**config.mk**
```make
export PLATFORM = sky130hd
export DESIGN_NAME = interval_timer
export DESIGN_NICKNAME = d
export VERILOG_FILES = /design/src/rtl/timer_pkg.sv /design/src/rtl/tick_divider.sv /design/src/rtl/interval_timer.sv
export SDC_FILE = /design/constraint.sdc
export NUM_CORES = 1
export LEC_CHECK = 0
export ABC_AREA = 1
export CORE_UTILIZATION = 35
export CTS_CLUSTER_DIAMETER = 200
export DETAILED_ROUTE_END_ITERATION = 10
export GPL_TIMING_DRIVEN = 1
export HOLD_SLACK_MARGIN = 0.12
export PLACE_DENSITY = 0.63
export SLEW_MARGIN = 5
export SYNTH_ARGS = -nofsm -noshare
export SYNTH_HDL_FRONTEND = slang
export SYNTH_SLANG_ARGS = --single-unit
```
**constraint.sdc**
```tcl
create_clock -name clk -period 1.7 [get_ports clk]
set_clock_uncertainty 0.2 [all_clocks]
set_input_delay 0.34 -clock clk [delete_from_list [all_inputs] [get_ports clk]]
set_output_delay 0.34 -clock clk [all_outputs]
set_load 0.02 [all_outputs]
```
**src/rtl/timer_pkg.sv**
```systemverilog
// Shared definitions for the interval timer: register map, CTRL bit layout
// and the CTRL readback packing.
package timer_pkg;

    localparam logic [1:0] TMR_CTRL     = 2'd0;
    localparam logic [1:0] TMR_PRESCALE = 2'd1;
    localparam logic [1:0] TMR_RELOAD   = 2'd2;
    localparam logic [1:0] TMR_COUNT    = 2'd3;

    localparam int CTRL_EN       = 0;
    localparam int CTRL_PERIODIC = 1;
    localparam int CTRL_IRQ_EN   = 2;
    localparam int CTRL_EXPIRED  = 15;

    localparam logic [9:0] TMR_BASE_ADDR = 10'h108;

    typedef struct packed {
        logic irq_en;
        logic periodic;
        logic en;
    } ctrl_t;

    // Unused CTRL bits always read back as zero.
    function automatic logic [15:0] ctrl_word(input ctrl_t c, input logic expired);
        logic [15:0] w;
        w                = 16'h0000;
        w[CTRL_EN]       = c.en;
        w[CTRL_PERIODIC] = c.periodic;
        w[CTRL_IRQ_EN]   = c.irq_en;
        w[CTRL_EXPIRED]  = expired;
        return w;
    endfunction

endpackage

```
**src/rtl/tick_divider.sv**
```systemverilog
// Prescaler for the interval timer: emits a one-cycle tick every div+1
// enabled clocks; restart reloads the count and suppresses that cycle's tick.
module tick_divider (
    input  logic        clk,
    input  logic        reset,
    input  logic        en,
    input  logic        restart,
    input  logic [15:0] div,
    output logic        tick
);

    logic [15:0] pcnt;

    assign tick = en && !restart && (pcnt == 16'd0);

    always_ff @(posedge clk) begin
        if (reset) begin
            pcnt <= 16'd0;
        end else if (restart) begin
            pcnt <= div;
        end else if (en) begin
            if (pcnt == 16'd0)
                pcnt <= div;
            else
                pcnt <= pcnt - 16'd1;
        end
    end

endmodule

```
**src/rtl/interval_timer.sv**
```systemverilog
// Memory-mapped programmable interval timer: register file, down-counter,
// expiry/interrupt logic and combinational read mux.
module interval_timer
    import timer_pkg::*;
(
    input  logic        clk,
    input  logic        reset,
    input  logic        wr,
    input  logic [1:0]  addr,
    input  logic [15:0] din,
    output logic [15:0] dout,
    output logic        irq
);

    ctrl_t       ctrl;
    logic        expired;
    logic [15:0] prescale;
    logic [15:0] reload;
    logic [15:0] count;

    logic wr_ctrl, wr_prescale, wr_reload;
    logic restart, tick, tick_ok;

    assign wr_ctrl     = wr && (addr == TMR_CTRL);
    assign wr_prescale = wr && (addr == TMR_PRESCALE);
    assign wr_reload   = wr && (addr == TMR_RELOAD);

    // Prescaler restarts on a RELOAD write or when EN goes 0->1.
    assign restart = wr_reload || (wr_ctrl && din[CTRL_EN] && !ctrl.en);
    // A CTRL write that disables the timer swallows a coincident tick.
    assign tick_ok = tick && !(wr_ctrl && !din[CTRL_EN]);

    tick_divider u_div (
        .clk     (clk),
        .reset   (reset),
        .en      (ctrl.en),
        .restart (restart),
        .div     (prescale),
        .tick    (tick)
    );

    always_ff @(posedge clk) begin
        if (reset) begin
            ctrl     <= '0;
            expired  <= 1'b0;
            prescale <= 16'd0;
            reload   <= 16'd0;
            count    <= 16'd0;
        end else begin
            if (wr_ctrl && din[CTRL_EXPIRED])
                expired <= 1'b0;
            if (wr_reload) begin
                count <= din;
            end else if (tick_ok) begin
                if (count != 16'd0) begin
                    count <= count - 16'd1;
                end else begin
                    // Expiry is ordered after the clear so it wins a tie.
                    expired <= 1'b1;
                    if (ctrl.periodic)
                        count <= reload;
                    else
                        ctrl.en <= 1'b0;
                end
            end
            // Software CTRL writes override the one-shot auto-disable.
            if (wr_ctrl) begin
                ctrl.en       <= din[CTRL_EN];
                ctrl.periodic <= din[CTRL_PERIODIC];
                ctrl.irq_en   <= din[CTRL_IRQ_EN];
            end
            if (wr_prescale)
                prescale <= din;
            if (wr_reload)
                reload <= din;
        end
    end

    always_comb begin
        dout = 16'h0000;
        case (addr)
            TMR_CTRL:     dout = ctrl_word(ctrl, expired);
            TMR_PRESCALE: dout = prescale;
            TMR_RELOAD:   dout = reload;
            TMR_COUNT:    dout = count;
            default:      dout = 16'h0000;
        endcase
    end

    assign irq = expired && ctrl.irq_en;

endmodule

```
==> impl_metrics.env, run 1 <==
export IMPL_status="finished with violations"
export IMPL_violations="negative setup slack"
export IMPL_fin_crit_ns=1.874
export IMPL_fin_nets=860
export IMPL_yosysUniqueCellTypes=34
export IMPL_synthArstFlopShare=0
export IMPL_cts_sinks=68
export IMPL_grt_first_pass_wirelength_mm=24.15
export IMPL_synth_flop_cell="dfxtp_1"
export IMPL_path_clk_slew_ns=0.05
export IMPL_antenna_found_initial=0
export IMPL_drc=0
export IMPL_overflow=0
export IMPL_core_area_mm2=0.01147
export IMPL_antenna_cells=0
export IMPL_power_density_mw_per_mm2=998.2
export IMPL_r2r_start="u_div.pcnt[0]"
export IMPL_grt_pass1_vias=4967
export IMPL_r2r_slack_ns=-0.17
export IMPL_avgSynthCellArea_um2=6.379
export IMPL_gp_congestion=0.9207
export IMPL_num_vias=5067
export IMPL_io_buffer_count=37
export IMPL_synth_area_top_cells="dfxtp_1 33%, nand2_1 17%, a21oi_1 7.4%"
export IMPL_rsz0062_at_grt="true"
export IMPL_finalCritPeriodShare=1.102
export IMPL_die_x_um=110.9
export IMPL_setup_viol=36
export IMPL_wl_per_cell_um=15.25
export IMPL_grt_total_usage=0.2443
export IMPL_crit_path_end="count[8]"
export IMPL_fill_cells=993
export IMPL_viasPerCell=5.160
export IMPL_pin_count=38
export IMPL_drv_slew=0
export IMPL_postSynthNetCount=676
export IMPL_ys_warnings_count=0
export IMPL_worstPathMaxFanout=6
export IMPL_syn_inst=651
export IMPL_layout_drive_gt1_share=0.4267
export IMPL_firstDrtPassIters=5
export IMPL_numCtsBuffers=9
export IMPL_cts_root_buf="clkbuf_16"
export IMPL_hp_class="flop to flop"
export IMPL_clock_latency_ns=0.33
export IMPL_place_hpwl_mm=10.87
export IMPL_postCtsHoldBufs=0
export IMPL_crit_type="flop to flop"
export IMPL_grt_max_degree=33
export IMPL_p_leak_uw=0.003097
export IMPL_required_ns=1.73
export IMPL_drt_iter0_drc=280
export IMPL_die_h_um=110.9
export IMPL_r2r_cells=13
export IMPL_setup_ws_ns=-0.1736
export IMPL_critPathLaunch="u_div.pcnt[0]"
export IMPL_synth_edf_count=0
export IMPL_maxCapViolations=0
export IMPL_crit_path_end_kind="flop"
export IMPL_pre_cts_ws_ns=-1.032
export IMPL_cts_tree="done"
export IMPL_max_slew_margin=0.7334
export IMPL_ant_nets=0
export IMPL_netlist_area_mm2=0.004153
export IMPL_tns_ns=-4.344
export IMPL_start_util=0.3621
export IMPL_r2r_end="count[8]"
export IMPL_critPathLaunchType="flop"
export IMPL_fmax_mhz=533.7
export IMPL_htreeDepth=3
export IMPL_yosysSeqAreaShare=0.3278
export IMPL_synth_top_cell_area_share=0.3278
export IMPL_ys_seq_elements=68
export IMPL_worst_pin_slew_ns=0.4000
export IMPL_yosys_area_top_type="dfxtp_1"
export IMPL_arrival_ns=1.91
export IMPL_ir_drop_v=0.0005573
export IMPL_rows=39
export IMPL_drt_wl_total_mm=14.98
export IMPL_syn_to_final_growth_pct=66.01
export IMPL_hold_depth=2
export IMPL_clock_path_buffers=2
export IMPL_hold_viol=0
export IMPL_dieArea_mm2=0.01230
registers in the layout, summed over array words and instances, names as in the netlist:
name	cells
expired	1
u_div.pcnt	16
count	16
reload	16
prescale	16
ctrl	3
cell type report:
class | instances | area [um2] | share of cell area
Multi-Input combinational cell | 488 | 2995 | 0.4345
Inverter | 70 | 286.5 | 0.04156
Clock buffer | 13 | 260.3 | 0.03775
Tap cell | 143 | 178.9 | 0.02595
Clock inverter | 2 | 10.01 | 0.001452
Sequential cell | 68 | 1385 | 0.2009
Timing Repair Buffer | 198 | 1778 | 0.2579
worst max-delay path, cell delays in order, from the launching register on:
cell     delay [ns]
dfxtp_2        0.32
inv_2          0.07
ha_4           0.14
buf_4          0.11
nand3_2        0.07
nor2_1         0.13
nand4_1        0.15
nand2_1        0.14
nand2_2        0.08
buf_6          0.15
nand2_2        0.06
nand3_1        0.06
nand2_1        0.06
inv_1          0.04
worst min-delay path by stage:
stage / from / endpoint
2_1_floorplan: prescale[11] / prescale[11]
3_3_place_gp: u_div.pcnt[14] / u_div.pcnt[14]
3_5_place_dp: u_div.pcnt[14] / u_div.pcnt[14]
4_1_cts: u_div.pcnt[14] / u_div.pcnt[14]
5_1_grt: addr[1] / prescale[0]
6_report: u_div.pcnt[14] / u_div.pcnt[14]
cells in the mapped netlist, drive strengths merged, types with 2 or more instances:
cell     count
a21oi       64
buf         11
clkbuf      14
dfxtp       68
ha           4
inv         69
nand2      198
nand3       64
nand4        6
nor2        73
nor3         3
o2111ai      3
o211ai       2
o21ai       43
o221ai      12
xnor2        2
xor2         9
power by group:
| part | internal [uW] | total, uW | switching [uW] |
|---|---|---|---|
| clock | 1050 | 1750 | 692 |
| sequential | 1710 | 1800 | 85.1 |
| combinational | 1550 | 3340 | 1790 |
| total | 4310 | 6880 | 2570 |
placed cells by master, fill, tap and decap left out, types with 6 or more instances in the layout:
| cell | synthesis | layout |
|---|---|---|
| nor2_2 | 11 | 17 |
| buf_6 | 3 | 24 |
| clkdlybuf4s50_1 | 0 | 17 |
| nand3_1 | 61 | 56 |
| inv_2 | 11 | 20 |
| buf_4 | 3 | 142 |
| xor2_1 | 9 | 8 |
| clkbuf_16 | 0 | 10 |
| o21ai_0 | 29 | 23 |
| nand4_1 | 6 | 6 |
| nand2_2 | 6 | 32 |
| o21ai_1 | 13 | 11 |
| a21oi_2 | 3 | 8 |
| nand2_4 | 4 | 10 |
| o21ai_2 | 1 | 9 |
| a21oi_1 | 61 | 56 |
| nand2_1 | 188 | 155 |
| buf_12 | 0 | 8 |
| o221ai_4 | 0 | 10 |
| dfxtp_2 | 0 | 10 |
| nand3_2 | 3 | 8 |
| inv_1 | 58 | 44 |
| nor2_1 | 58 | 40 |
| dfxtp_1 | 68 | 55 |
| nor2_4 | 4 | 16 |
per-stage QoR:
step / std cells / util / hold slack [ns] / cell area, um2 / total power [uW]
after floorplan: 651 / - / 0.2439 / 4387 / 3354
after global placement: 952 / 0.5200 / 0.2660 / 5963 / 4405
after detailed placement: 952 / 0.5200 / 0.2724 / 5963 / 4455
after CTS: 978 / 0.5791 / 0.2806 / 6640 / 6639
after global routing: 982 / 0.6012 / 0.2933 / 6894 / 7277
final: 982 / 0.6012 / 0.2766 / 6894 / 6882
cells by family after synthesis:
kind of cell | Yosys count | share of synthesized area
AND/OR/NAND/NOR | 347 | 0.3682
AO/OA/AOI/OAI | 126 | 0.1720
buffers and inverters | 95 | 0.09671
flip-flops | 68 | 0.3278
XOR/XNOR | 11 | 0.02320
adder cells (fa/ha/maj) | 4 | 0.01205
timing repair:
item | in CTS | in global routing
pin swaps | 31 | 16
setup buffers | 10 | 3
endpoints found under the hold margin | 0 | 0
cloned | 2 | 1
gates resized for setup | 202 | 62
setup endpoints to repair | 68 | 51
layer usage:
layer / up-vias / wire, um / GRT usage
met3: 39 / 648 / 0.03390
met1: 2359 / 6391 / 0.3040
li1: 2500 / - / -
met4: 0 / 445 / 0.09333
met2: 169 / 7492 / 0.4253
met5: - / 0 / 0
Note: power is estimated with default switching activity, not from simulation.
==> run 2: changes to the inputs <==
==> constraint.sdc (replaced) <==
create_clock -name clk -period 1.7 [get_ports clk]
set_clock_uncertainty 0.2 [all_clocks]
set_input_delay 0.51 -clock clk [delete_from_list [all_inputs] [get_ports clk]]
set_output_delay 0.51 -clock clk [all_outputs]
set_load 0.02 [all_outputs]
==> run 2 against run 1 <==
  * The flow still finishes with violations (negative setup slack)
  * Clock power grew 25%
  * Sequential power is essentially flat
  * Sequential share of layout area shrank 2.0 points
  * Highest routed layer unchanged
  * Flip-flop and latch count is the same
  * Via count grew 5.2%
  * Critical endpoint is now dout[6]
  * Final cell count grew 3.0%
  * Combinational power grew 17%
  * Utilization grew 6.0 points
  * Register-to-register slack lost 0.08 ns
==> impl_metrics.env, run 2 (synthesis gave the netlist of run 1 again) <==
export IMPL_dieArea_mm2=0.01230
export IMPL_rows=39
export IMPL_die_h_um=110.9
export IMPL_htreeDepth=3
export IMPL_grt_total_usage=0.2646
export IMPL_crit_path_max_incr_delay_ns=0.16
export IMPL_path_cells="buf_8 -> buf_6 -> nor2_4 -> inv_6 -> buf_12 -> o221ai_4 -> buf_6"
export IMPL_hp_class="flop to flop"
export IMPL_clock_latency_ns=0.34
export IMPL_start_util=0.3621
export IMPL_cts_sinks=68
export IMPL_viasPerCell=5.270
export IMPL_fin_crit_ns=2.111
export IMPL_ant_nets=0
export IMPL_numCtsBuffers=9
export IMPL_status="finished with violations"
export IMPL_setup_ws_ns=-0.4109
export IMPL_place_hpwl_mm=11.44
export IMPL_drt_wl_total_mm=16.94
export IMPL_cp_slowest_cell="o221ai_4"
export IMPL_path_clk_slew_ns=0.06
export IMPL_die_x_um=110.9
export IMPL_maxCapViolations=0
export IMPL_antenna_found_initial=0
export IMPL_clock_path_buffers=2
export IMPL_grt_max_degree=33
export IMPL_power_density_mw_per_mm2=1040
export IMPL_max_slew_margin=0.8081
export IMPL_ir_drop_v=0.0007321
export IMPL_violations="negative setup slack"
export IMPL_critPathMostFrequentCell="buf_6"
export IMPL_layout_drive_gt1_share=0.4677
export IMPL_fill_cells=848
export IMPL_grt_first_pass_wirelength_mm=25.91
export IMPL_crit_type="input pin to output pin"
export IMPL_io_buffer_count=37
export IMPL_drc=0
export IMPL_drv_slew=0
export IMPL_final_common_cell="nand2_1"
export IMPL_antenna_cells=0
export IMPL_num_vias=5328
export IMPL_p_leak_uw=0.003431
export IMPL_gp_congestion=0.9445
export IMPL_hold_slack_ns=0.2985
export IMPL_wl_per_cell_um=16.75
export IMPL_pre_cts_ws_ns=-1.389
export IMPL_arrival_ns=1.40
export IMPL_syn_to_final_growth_pct=82.49
export IMPL_hold_viol=0
export IMPL_worstPathMaxFanout=6
export IMPL_crit_path_end_kind="output pin"
export IMPL_critPathLaunchType="input pin"
export IMPL_cts_tree="done"
export IMPL_fmax_mhz=473.7
export IMPL_setup_viol=50
export IMPL_fin_nets=888
export IMPL_drt_iter0_drc=374
export IMPL_core_area_mm2=0.01147
export IMPL_overflow=0
export IMPL_rsz0062_at_grt="true"
export IMPL_firstDrtPassIters=5
export IMPL_tns_ns=-12.11
export IMPL_layout_common_cells="148 x nand2_1, 143 x buf_4, 60 x dfxtp_1"
export IMPL_worst_pin_slew_ns=0.2868
export IMPL_postCtsHoldBufs=0
export IMPL_grt_pass1_vias=5280
export IMPL_pin_count=38
export IMPL_required_ns=0.99
export IMPL_finalCritPeriodShare=1.242
export IMPL_cts_root_buf="clkbuf_16"
## run 2: cell count changes in the layout (fill, tap and decap cells not counted), moves of 5 or more
cell     before  now
buf_6        24   43
nand2_4      10   19
nand3_1      56   47
a21oi_1      56   48
a21oi_2       8   16
buf_12        8   16
inv_1        44   51
inv_2        20   13
nand2_1     155  148
nor2_4       16   23
nor2_2       17   11
dfxtp_1      55   60
nand3_2       8   13
## run 2: final timing paths
check                      from        endpoint  slack [ns]  depth (start not counted)
setup / recovery        addr[1]         dout[6]       -0.41                          7
setup reg to reg  u_div.pcnt[0]  u_div.pcnt[14]       -0.25                         14
hold reg to reg    prescale[11]    prescale[11]        0.30                          2
hold / removal     prescale[11]    prescale[11]        0.30                          2
## run 2: repair_timing
action | in CTS | in global routing
gates cloned | 3 | 0
endpoints found under the setup margin | 85 | 52
resized for setup | 245 | 79
pin swaps | 54 | 64
hold endpoints to repair | 0 | 0
setup buffers | 14 | 7
## run 2: layout make-up
class                   instances  area, um2  area share
flip-flops and latches         68       1371      0.1809
clock inverters                 7      115.1     0.01519
multi-input cells             489       3261      0.4302
inverters                      70      297.8     0.03929
well taps                     143      178.9     0.02361
repair buffers                225       2130      0.2810
clock buffers                   9      225.2     0.02972
## run 2: layer usage
metal,vias up,global-route usage,share of wire
li1,2557,-,-
met1,2537,0.3129,0.39
met2,177,0.4654,0.52
met3,57,0.04538,0.050
met4,0,0.1200,0.038
met5,-,0,0
## run 2: stage by stage
step	util	total power, uW	instances	cell area [um2]
finish	0.6609	7881	1011	7579
global route	0.6609	8229	1011	7579
global placement	0.5483	4560	976	6287
floorplan	-	3384	651	4496
CTS	0.6312	7348	1006	7238
detailed placement	0.5483	4616	976	6287
## run 2: critical path: cells and delay by family
family          cells  cell delay [ns]
compound gates      1             0.16
buf+inv             5             0.59
simple gates        1             0.13
## run 2: report_power, final
group / switching, uW / internal, uW / total, uW
combinational: 2050 / 1860 / 3920
sequential: 77.2 / 1710 / 1790
clock: 749 / 1430 / 2180
==> run 3: changes to the inputs <==
--- a/config.mk
+++ b/config.mk
@@ -6,6 +6,9 @@
 export NUM_CORES = 1
 export LEC_CHECK = 0
 export ABC_AREA = 1
+export ABC_CLOCK_PERIOD_IN_PS = 1700
+export CORE_ASPECT_RATIO = 0.75
+export CORE_MARGIN = 1
 export CORE_UTILIZATION = 35
 export CTS_CLUSTER_DIAMETER = 200
 export DETAILED_ROUTE_END_ITERATION = 10
==> run 3 against run 2 <==
  * The flow still finishes with violations (negative setup slack)
  * Highest routed layer unchanged
  * Largest cell class unchanged
  * Final area decreased by 2.6%
  * Fmax decreased by 0.17%
  * Final cell count increased by 0.99%
  * Critical path depth unchanged
  * Critical path type unchanged
  * Non-clock buffer count decreased by 7
  * Largest power group unchanged
  * Global-route usage increased by 0.31 points
==> impl_metrics.env, run 3 (synthesis gave the netlist of run 1 again) <==
export IMPL_status="finished with violations"
export IMPL_violations="negative setup slack"
export IMPL_viasPerCell=5.122
export IMPL_fin_nets=882
export IMPL_dieArea_mm2=0.01231
export IMPL_fin_crit_ns=2.114
export IMPL_ant_nets=0
export IMPL_htreeDepth=3
export IMPL_cts_tree="done"
export IMPL_seq_power_share=0.248
export IMPL_grt_total_usage=0.2677
export IMPL_clock_path_buffers=2
export IMPL_setup_viol=50
export IMPL_crit_type="input pin to output pin"
export IMPL_place_hpwl_mm=11.70
export IMPL_wl_per_cell_um=16.08
export IMPL_worst_pin_slew_ns=0.4094
export IMPL_finalInstanceArea_mm2=0.007378
export IMPL_cts_sinks=68
export IMPL_drv_slew=0
export IMPL_dpl_cell_area_mm2=0.006248
export IMPL_numCtsBuffers=9
export IMPL_start_util=0.3589
export IMPL_crit_path_max_incr_delay_ns=0.16
export IMPL_layout_drive_gt1_share=0.4622
export IMPL_die_h_um=96.34
export IMPL_pin_count=38
export IMPL_tns_ns=-12.20
export IMPL_drt_wl_total_mm=16.42
export IMPL_firstDrtPassIters=5
export IMPL_power_clock_fraction=0.241
export IMPL_layout_common_cells="151 x nand2_1, 149 x buf_4, 62 x dfxtp_1"
export IMPL_clock_latency_ns=0.34
export IMPL_power_density_mw_per_mm2=974.2
export IMPL_crit_path_end_kind="output pin"
export IMPL_ir_drop_v=0.0004863
export IMPL_arrival_ns=1.40
export IMPL_overflow=0
export IMPL_p_leak_uw=0.003330
export IMPL_switching_share=0.3871
export IMPL_syn_to_final_growth_pct=77.67
export IMPL_grt_pass1_vias=4920
export IMPL_drc=0
export IMPL_grt_max_degree=30
export IMPL_hold_viol=0
export IMPL_cp_slowest_cell="buf_12"
export IMPL_worstPathMaxFanout=7
export IMPL_crit_buf_inv=5
export IMPL_finalCritPeriodShare=1.244
export IMPL_core_area_mm2=0.01157
export IMPL_final_common_cell="nand2_1"
export IMPL_critPathLaunchType="input pin"
export IMPL_p_int_uw=4406
export IMPL_maxCapViolations=0
export IMPL_fmax_mhz=472.9
export IMPL_cts_root_buf="clkbuf_16"
export IMPL_gp_congestion=0.8921
export IMPL_die_x_um=127.8
export IMPL_required_ns=0.99
export IMPL_max_slew_margin=0.7250
export IMPL_setup_ws_ns=-0.4145
export IMPL_power_switching_uw=2782
export IMPL_path_clk_slew_ns=0.06
export IMPL_critPathMostFrequentCell="buf_6"
export IMPL_hp_class="flop to flop"
export IMPL_path_cells="buf_8 -> buf_6 -> nor2_4 -> inv_4 -> buf_12 -> o221ai_4 -> buf_6"
export IMPL_antenna_found_initial=0
export IMPL_rsz0062_at_grt="true"
export IMPL_io_buffer_count=37
export IMPL_grt_first_pass_wirelength_mm=24.86
export IMPL_cpLargestDelayFamily="buffers and inverters"
export IMPL_antenna_cells=0
export IMPL_drt_iter0_drc=334
export IMPL_combPwrFrac=0.511
export IMPL_rows=34
export IMPL_num_vias=5230
==> run 3: worst register-to-register path: stages, from the launching register on <==
cell	delay (ns)
dfxtp_1	0.30
nor2_1	0.20
buf_4	0.15
nand2_1	0.09
nor2_1	0.12
nand4_1	0.16
nand2_2	0.19
nand2_4	0.14
nand2_2	0.10
nand3_2	0.07
nand2_2	0.08
inv_2	0.03
==> run 3: final cells by class <==
| class | instances | area, um2 |
|---|---|---|
| clock buffers | 11 | 252.7 |
| clock inverters | 2 | 12.51 |
| fillers | 995 | 4193 |
| inverters | 70 | 300.3 |
| multi-input cells | 489 | 3234 |
| flip-flops and latches | 68 | 1371 |
| well taps | 162 | 202.7 |
| repair buffers | 218 | 1993 |
| repair inverters | 1 | 11.26 |
==> run 3: timing repair <==
action | in CTS | in global routing
resized for setup | 219 | 91
endpoints found under the setup margin | 85 | 54
pin swaps | 38 | 70
cloned | 4 | 1
setup buffers | 9 | 11
hold buffers | 0 | 0
==> run 3: stage by stage <==
| step | power [uW] | setup slack (ns) | hold WS [ns] | std cells | util |
|---|---|---|---|---|---|
| 6_report | 7188 | -0.4145 | 0.2933 | 1021 | 0.6377 |
| 3_5_place_dp | 4573 | -1.366 | 0.2806 | 990 | 0.5400 |
| 5_1_grt | 7562 | -0.4494 | 0.3125 | 1021 | 0.6377 |
| 3_3_place_gp | 4532 | -1.331 | 0.2727 | 990 | 0.5400 |
| 4_1_cts | 6839 | -0.4534 | 0.2913 | 1013 | 0.6041 |
| 2_1_floorplan | 3384 | -0.1787 | 0.2439 | 651 | - |
==> run 3: power by group through the flow <==
stage	clock [uW]	combinational [uW]	sequential (uW)
finish	1730	3670	1780
global route	1830	3940	1790
detailed placement	0	2770	1810
floorplan	0	1560	1830
CTS	1760	3300	1780
global placement	0	2730	1800
==> run 3: worst paths after layout <==
| kind | cells past startpoint | to | start | slack (ns) |
|---|---|---|---|---|
| min | 2 | u_div.pcnt[15] | u_div.pcnt[15] | 0.29 |
| max | 7 | dout[6] | addr[1] | -0.41 |
| max reg2reg | 11 | count[8] | u_div.pcnt[8] | -0.24 |
| min reg2reg | 2 | u_div.pcnt[15] | u_div.pcnt[15] | 0.29 |
==> run 3: layer usage <==
layer,global-route usage,routed length (um),up-vias
met2,0.4398,7688,185
met4,0.08137,282,0
met1,0.3515,7434,2480
met3,0.05892,1011,29
li1,-,-,2536
met5,0,0,-
